## src/rtl/ctrl_setpoint_corriente.sv

```systemverilog
// ctrl_setpoint_corriente: conditions two push-buttons into a wrapped setpoint and
// ramps the DPWM reference toward it one STEP per valid/ack handshake.
module ctrl_setpoint_corriente #(
  parameter int WIDTH        = 10,
  parameter int STEP         = 10,
  parameter int MAX_VAL      = 1000,
  parameter int DEBOUNCE_CYC = 50000,
  parameter int REPEAT_DELAY = 25000000,
  parameter int REPEAT_RATE  = 5000000,
  parameter int RAMP_DIV     = 1000
) (
  input  logic             clk,
  input  logic             reset,
  input  logic             enable,
  input  logic             boton_aumento,
  input  logic             boton_disminuye,
  input  logic             load_ack,
  output logic [WIDTH-1:0] cant_corriente,
  output logic [WIDTH-1:0] pwm_ref,
  output logic             load_valid,
  output logic             busy
);
  localparam int DW = $clog2(DEBOUNCE_CYC + 1);
  localparam int TW = $clog2((REPEAT_DELAY > REPEAT_RATE ? REPEAT_DELAY : REPEAT_RATE) + 1);
  localparam int RW = $clog2(RAMP_DIV + 1);

  typedef enum logic [1:0] {S_IDLE, S_WAIT, S_REQ} state_t;

  logic [1:0]          w_raw;
  logic [1:0]          r_sync [2];
  logic [DW-1:0]       r_cnt [2];
  logic [TW-1:0]       r_rep [2];
  logic [1:0]          r_db, r_db_d, r_arm, w_rep, w_ev;
  logic                w_both, w_up, w_dn;
  state_t              r_state, w_next;
  logic [RW-1:0]       r_tmr, w_tmr;
  logic [WIDTH-1:0]    r_pwm, w_pwm, r_cant;
  logic                r_valid, w_valid;

  assign w_raw  = {boton_disminuye, boton_aumento};
  assign w_both = &r_db;
  // index 0 = aumento, 1 = disminuye; an event is dropped whenever the other button is held
  assign w_rep[0] = r_db[0] & (r_rep[0] == (r_arm[0] ? TW'(REPEAT_RATE) : TW'(REPEAT_DELAY)));
  assign w_rep[1] = r_db[1] & (r_rep[1] == (r_arm[1] ? TW'(REPEAT_RATE) : TW'(REPEAT_DELAY)));
  assign w_ev[0]  = ((r_db[0] & ~r_db_d[0]) | w_rep[0]) & ~r_db[1];
  assign w_ev[1]  = ((r_db[1] & ~r_db_d[1]) | w_rep[1]) & ~r_db[0];
  assign w_up     = enable & w_ev[0];
  assign w_dn     = enable & w_ev[1];

  always_ff @(posedge clk or negedge reset) begin
    if (!reset) begin
      for (int i = 0; i < 2; i++) begin
        r_sync[i] <= '0;
        r_cnt[i]  <= '0;
        r_rep[i]  <= '0;
      end
      r_db   <= '0;
      r_db_d <= '0;
      r_arm  <= '0;
    end else begin
      r_db_d <= r_db;
      for (int i = 0; i < 2; i++) begin
        r_sync[i] <= {r_sync[i][0], w_raw[i]};
        if (r_sync[i][1] == r_db[i])
          r_cnt[i] <= '0;
        else if (r_cnt[i] == DW'(DEBOUNCE_CYC - 1)) begin
          r_db[i]  <= r_sync[i][1];
          r_cnt[i] <= '0;
        end else
          r_cnt[i] <= r_cnt[i] + DW'(1);
        // the press cycle holds 0, so the first repeat lands REPEAT_DELAY cycles later
        if (!r_db[i] || w_both) begin
          r_rep[i] <= '0;
          r_arm[i] <= 1'b0;
        end else if (w_rep[i]) begin
          r_rep[i] <= TW'(1);
          r_arm[i] <= 1'b1;
        end else
          r_rep[i] <= r_rep[i] + TW'(1);
      end
    end
  end

  always_ff @(posedge clk or negedge reset) begin
    if (!reset)
      r_cant <= '0;
    else if (w_up)
      r_cant <= (r_cant == WIDTH'(MAX_VAL)) ? '0 : r_cant + WIDTH'(STEP);
    else if (w_dn)
      r_cant <= (r_cant == '0) ? WIDTH'(MAX_VAL) : r_cant - WIDTH'(STEP);
  end

  always_ff @(posedge clk or negedge reset) begin
    if (!reset) begin
      r_state <= S_IDLE;
      r_tmr   <= '0;
      r_pwm   <= '0;
      r_valid <= 1'b0;
    end else begin
      r_state <= w_next;
      r_tmr   <= w_tmr;
      r_pwm   <= w_pwm;
      r_valid <= w_valid;
    end
  end

  // WAIT spans RAMP_DIV-1 cycles; plus the IDLE/REQ cycle that gives RAMP_DIV between updates
  always_comb begin
    w_next  = r_state;
    w_tmr   = r_tmr;
    w_pwm   = r_pwm;
    w_valid = r_valid;
    case (r_state)
      S_IDLE: if (r_pwm != r_cant) begin
        w_next = S_WAIT;
        w_tmr  = '0;
      end
      S_WAIT: if (r_pwm == r_cant)
        w_next = S_IDLE;
      else if (r_tmr == RW'(RAMP_DIV - 2)) begin
        w_pwm   = (r_pwm < r_cant) ? r_pwm + WIDTH'(STEP) : r_pwm - WIDTH'(STEP);
        w_valid = 1'b1;
        w_next  = S_REQ;
      end else
        w_tmr = r_tmr + RW'(1);
      S_REQ: if (load_ack) begin
        w_valid = 1'b0;
        w_tmr   = '0;
        w_next  = (r_pwm == r_cant) ? S_IDLE : S_WAIT;
      end
      default: w_next = S_IDLE;
    endcase
  end

  assign cant_corriente = r_cant;
  assign pwm_ref        = r_pwm;
  assign load_valid     = r_valid;
  assign busy           = (r_pwm != r_cant) | r_valid;
endmodule

```

## config.mk

```make
export PLATFORM = sky130hd
export DESIGN_NAME = ctrl_setpoint_corriente
export DESIGN_NICKNAME = d
export VERILOG_FILES = /design/src/rtl/ctrl_setpoint_corriente.sv
export SDC_FILE = /design/constraint.sdc
export NUM_CORES = 1
export LEC_CHECK = 0
export BUFFER_PORTS_ARGS = -buffer_cell sky130_fd_sc_hd__buf_2
export CAP_MARGIN = 0
export CORE_ASPECT_RATIO = 1.1
export CORE_MARGIN = 2
export CORE_UTILIZATION = 40
export DETAILED_ROUTE_END_ITERATION = 7
export GPL_TIMING_DRIVEN = 0
export SYNTH_ARGS = -nofsm -noshare
export SYNTH_HDL_FRONTEND = slang
export SYNTH_SLANG_ARGS = --single-unit
```

## constraint.sdc

```tcl
create_clock -name clk -period 8.9 [get_ports clk]
set_clock_uncertainty 0.2 [all_clocks]
set_input_delay 0.89 -clock clk [delete_from_list [all_inputs] [get_ports clk]]
set_output_delay 0.89 -clock clk [all_outputs]
set_load 0.02 [all_outputs]
```

==> results.toml <==
[critical_path]
critical_path_arrival_ps = 4130
startpoint = "cant_corriente[5]"
crit_top_cell = "inv_1"
cp_cell_sequence = "clkbuf_1 > inv_1 > ha_1 > nand3_1 > o21bai_1 > a31oi_1 > or2_2 > inv_1 > fa_1 > nor2b_1 > o2111ai_1 > a31o_2 > or3_1 > a21o_1 > xnor2_1"
critPathSlowestCell = "fa_1"
required_ps = 9000
reg2reg_depth = 15
start_kind = "flop"
worst-path-max-fanout = 10
timing.rr.start = "cant_corriente[5]"
rrSetupSlack_ps = 4860
worst_path_largest_cell_delay_ps = 420
path_delay_family = "compound AO/OA/AOI/OAI gates"
r2r-end = "pwm_ref[9]"
critPathBufInv = 3
setup.worst_path.end_class = "flop"
setup.worst_path.class = "reg -> reg"

[clock_network]
htreeDepth = 4
clkLatencyLatePin_ps = 410
cts_hold_buf = 0
cts_num_sinks = 123
cts_tree = "built"
postCtsSetupBuffers = 0
root_buffer = "clkbuf_16"
cts.repair.resized = 0
cts_made_buffers = 17
cts.reportedPaths.clkPinSlew_ps = 60
clockBufferDepth = 2

[floorplan]
initial_core_util = 0.408
rows = 49
die_y_um = 139
core_region_area_um2 = 16300
die_area_um2 = 17700
pin_count = 28
die_w_um = 127

[power_and_ir_drop]
sequentialPowerShare = 0.422
p_leak_nw = 3.33
power_frac_comb = 0.016
p_sw_mw = 0.260
p_per_area_nw_per_um2 = 173
cellInternalPower_mw = 1.08
clkPwrFrac = 0.562
swShare = 0.194
ir_drop_mv = 0.139

[finish]
nets = 773
layout_common_cells = "dfrtp_1, nor2_1, nand2_1, xor2_1, nand3_1"
layout_commonest_cell = "dfrtp_1"
n_antenna_cell = 0
drive_above_1_share = 0.107
fill_cells = 1520
syn_to_final_growth_pct = 16.0

[yosys]
synth_edf_count = 0
synthArstFlopShare = 1.00
synth_area_um2 = 6650
synth-main-ff-cell = "dfrtp_1"
ys.warnings.count = 0
ys_seq_area_frac = 0.463
syn_area_per_cell_um2 = 9.59
synthCells = 693
yosysUniqueCellTypes = 66
yosys_register_bits = 123

[sta]
max_freq_mhz = 248
tns_ps = 0
rsz0062_at_grt = "no"
min_period_ps = 4040
max-slew-margin-rel = 0.568
setup_viol = 0
setup_slack_ps = 4860
period_share = 0.454
drv_slew = 0
hold_viol = 0
worstMarginPinSlew_ps = 643

[detailed_routing]
vias_per_cell = 5.31
wl_mm = 13.7
num_vias = 5068
wl_per_cell_um = 14.4
drt_pass1_iterations = 5
ant_nets = 0
drc_errors = 0
drt_iter0_drc = 316

[global_routing]
grt_pass1_wl_mm = 23.6
grt_pass1_vias = 5082
grt_overflow = 0
antenna_found_initial = 0
groute.usage.overall = 0.164
grt_max_degree = 87

[place]
dp_hpwl_mm = 9.71
dp_slack_ps = 4910
io_buffers = 25
gp_congestion = 0.833

[worst_hold_path]
whs_path_depth = 0
min_to = "r_sync[1]"
min_from = "r_sync[0]"
min_path_type = "reg -> reg"

[status]
status = "completed"

[job]
drv_cap = 0
==> cell type report <==
cell class	instances	area, µm²	share of cell area
inverter	23	86.3	0.0112
multi-input combinational	532	3410	0.442
sequential	123	3080	0.399
buffer	16	78.8	0.0102
clock buffer	23	508	0.0659
timing repair buffer	26	159	0.0206
tap	204	255	0.0331
clock inverter	7	135	0.0175
==> cells in the mapped netlist, drive strengths merged, types with 3 or more instances <==
cell type,instances,share of area
dfrtp,123,0.46
nor2,106,0.060
nand2,53,0.030
xor2,52,0.069
nand3,39,0.030
xnor2,37,0.049
ha,27,0.051
o21ai,25,0.019
inv,23,0.013
nand4,21,0.020
nor3,21,0.016
a21oi,20,0.015
and3,19,0.018
or3,12,0.011
clkbuf,11,0.0062
nor2b,7,0.0066
a21o,6,0.0068
and2,6,0.0056
nor4,6,0.0079
or2,6,0.0056
a211oi,5,0.0075
and4,5,0.0068
buf,5,0.0056
nand4b,5,0.0066
nor4bb,4,0.0060
a31oi,3,0.0028
mux2,3,0.0051
nand2b,3,0.0028
nor4b,3,0.0040
==> worst max-delay path by stage <==
| stage | to | depth (start not counted) |
|---|---|---|
| floorplan | pwm_ref[9] | 15 |
| global placement | pwm_ref[9] | 15 |
| detailed placement | pwm_ref[9] | 15 |
| CTS | pwm_ref[9] | 15 |
| global route | pwm_ref[9] | 15 |
| finish | pwm_ref[9] | 15 |
==> layer usage <==
metal / vias to the layer above / part of all wire / track usage
li1: 2505 / - / -
met1: 2482 / 0.46 / 0.203
met2: 66 / 0.49 / 0.271
met3: 15 / 0.032 / 0.0482
met4: 0 / 0.013 / 0.0578
met5: - / 0 / 0
==> cells by family (layout without fill, tap and decap cells) <==
group | Yosys count | in the layout | share of synthesized area
mux | 4 | 4 | 0.00659
flops | 123 | 123 | 0.463
buf+inv | 39 | 95 | 0.0248
other cells | 1 | 2 | 0.000564
compound gates | 86 | 86 | 0.0864
xor+xnor | 89 | 89 | 0.117
simple gates | 323 | 323 | 0.247
fa+ha+maj | 28 | 28 | 0.0538
==> registers in the layout, summed over array words and instances (netlist names), 4 cells and up <==
name,flops
r_rep,50
r_sync,4
r_cnt,32
r_tmr,10
cant_corriente,9
pwm_ref,9
==> stage by stage <==
stage	utilization	hold WS (ps)	std cells	power, mW	cell area [µm²]
after floorplan	-	131	694	0.580	6650
after global routing	0.473	157	954	1.38	7710
after global placement	0.431	135	923	0.594	7030
final	0.473	147	954	1.34	7710
after CTS	0.473	149	954	1.35	7710
after detailed placement	0.433	137	924	0.597	7060
==> power groups by stage <==
stage,Clock (mW),Combinational [mW],Sequential [mW]
2_1_floorplan,0,0.00633,0.574
3_3_place_gp,0,0.0200,0.574
3_5_place_dp,0,0.0226,0.574
4_1_cts,0.766,0.0227,0.565
5_1_grt,0.791,0.0253,0.565
6_report,0.751,0.0213,0.565
==> worst register-to-register path, delay by kind of cell (launching register included) <==
| kind | cells | cell delay, ps |
|---|---|---|
| AO/OA/AOI/OAI | 5 | 1030 |
| AND/OR/NAND/NOR | 4 | 910 |
| adder cells (fa/ha/maj) | 2 | 760 |
| buffers and inverters | 3 | 550 |
| flip-flops | 1 | 360 |
| XOR/XNOR | 1 | 120 |
No activity file was read; power rests on OpenSTA's default activity.
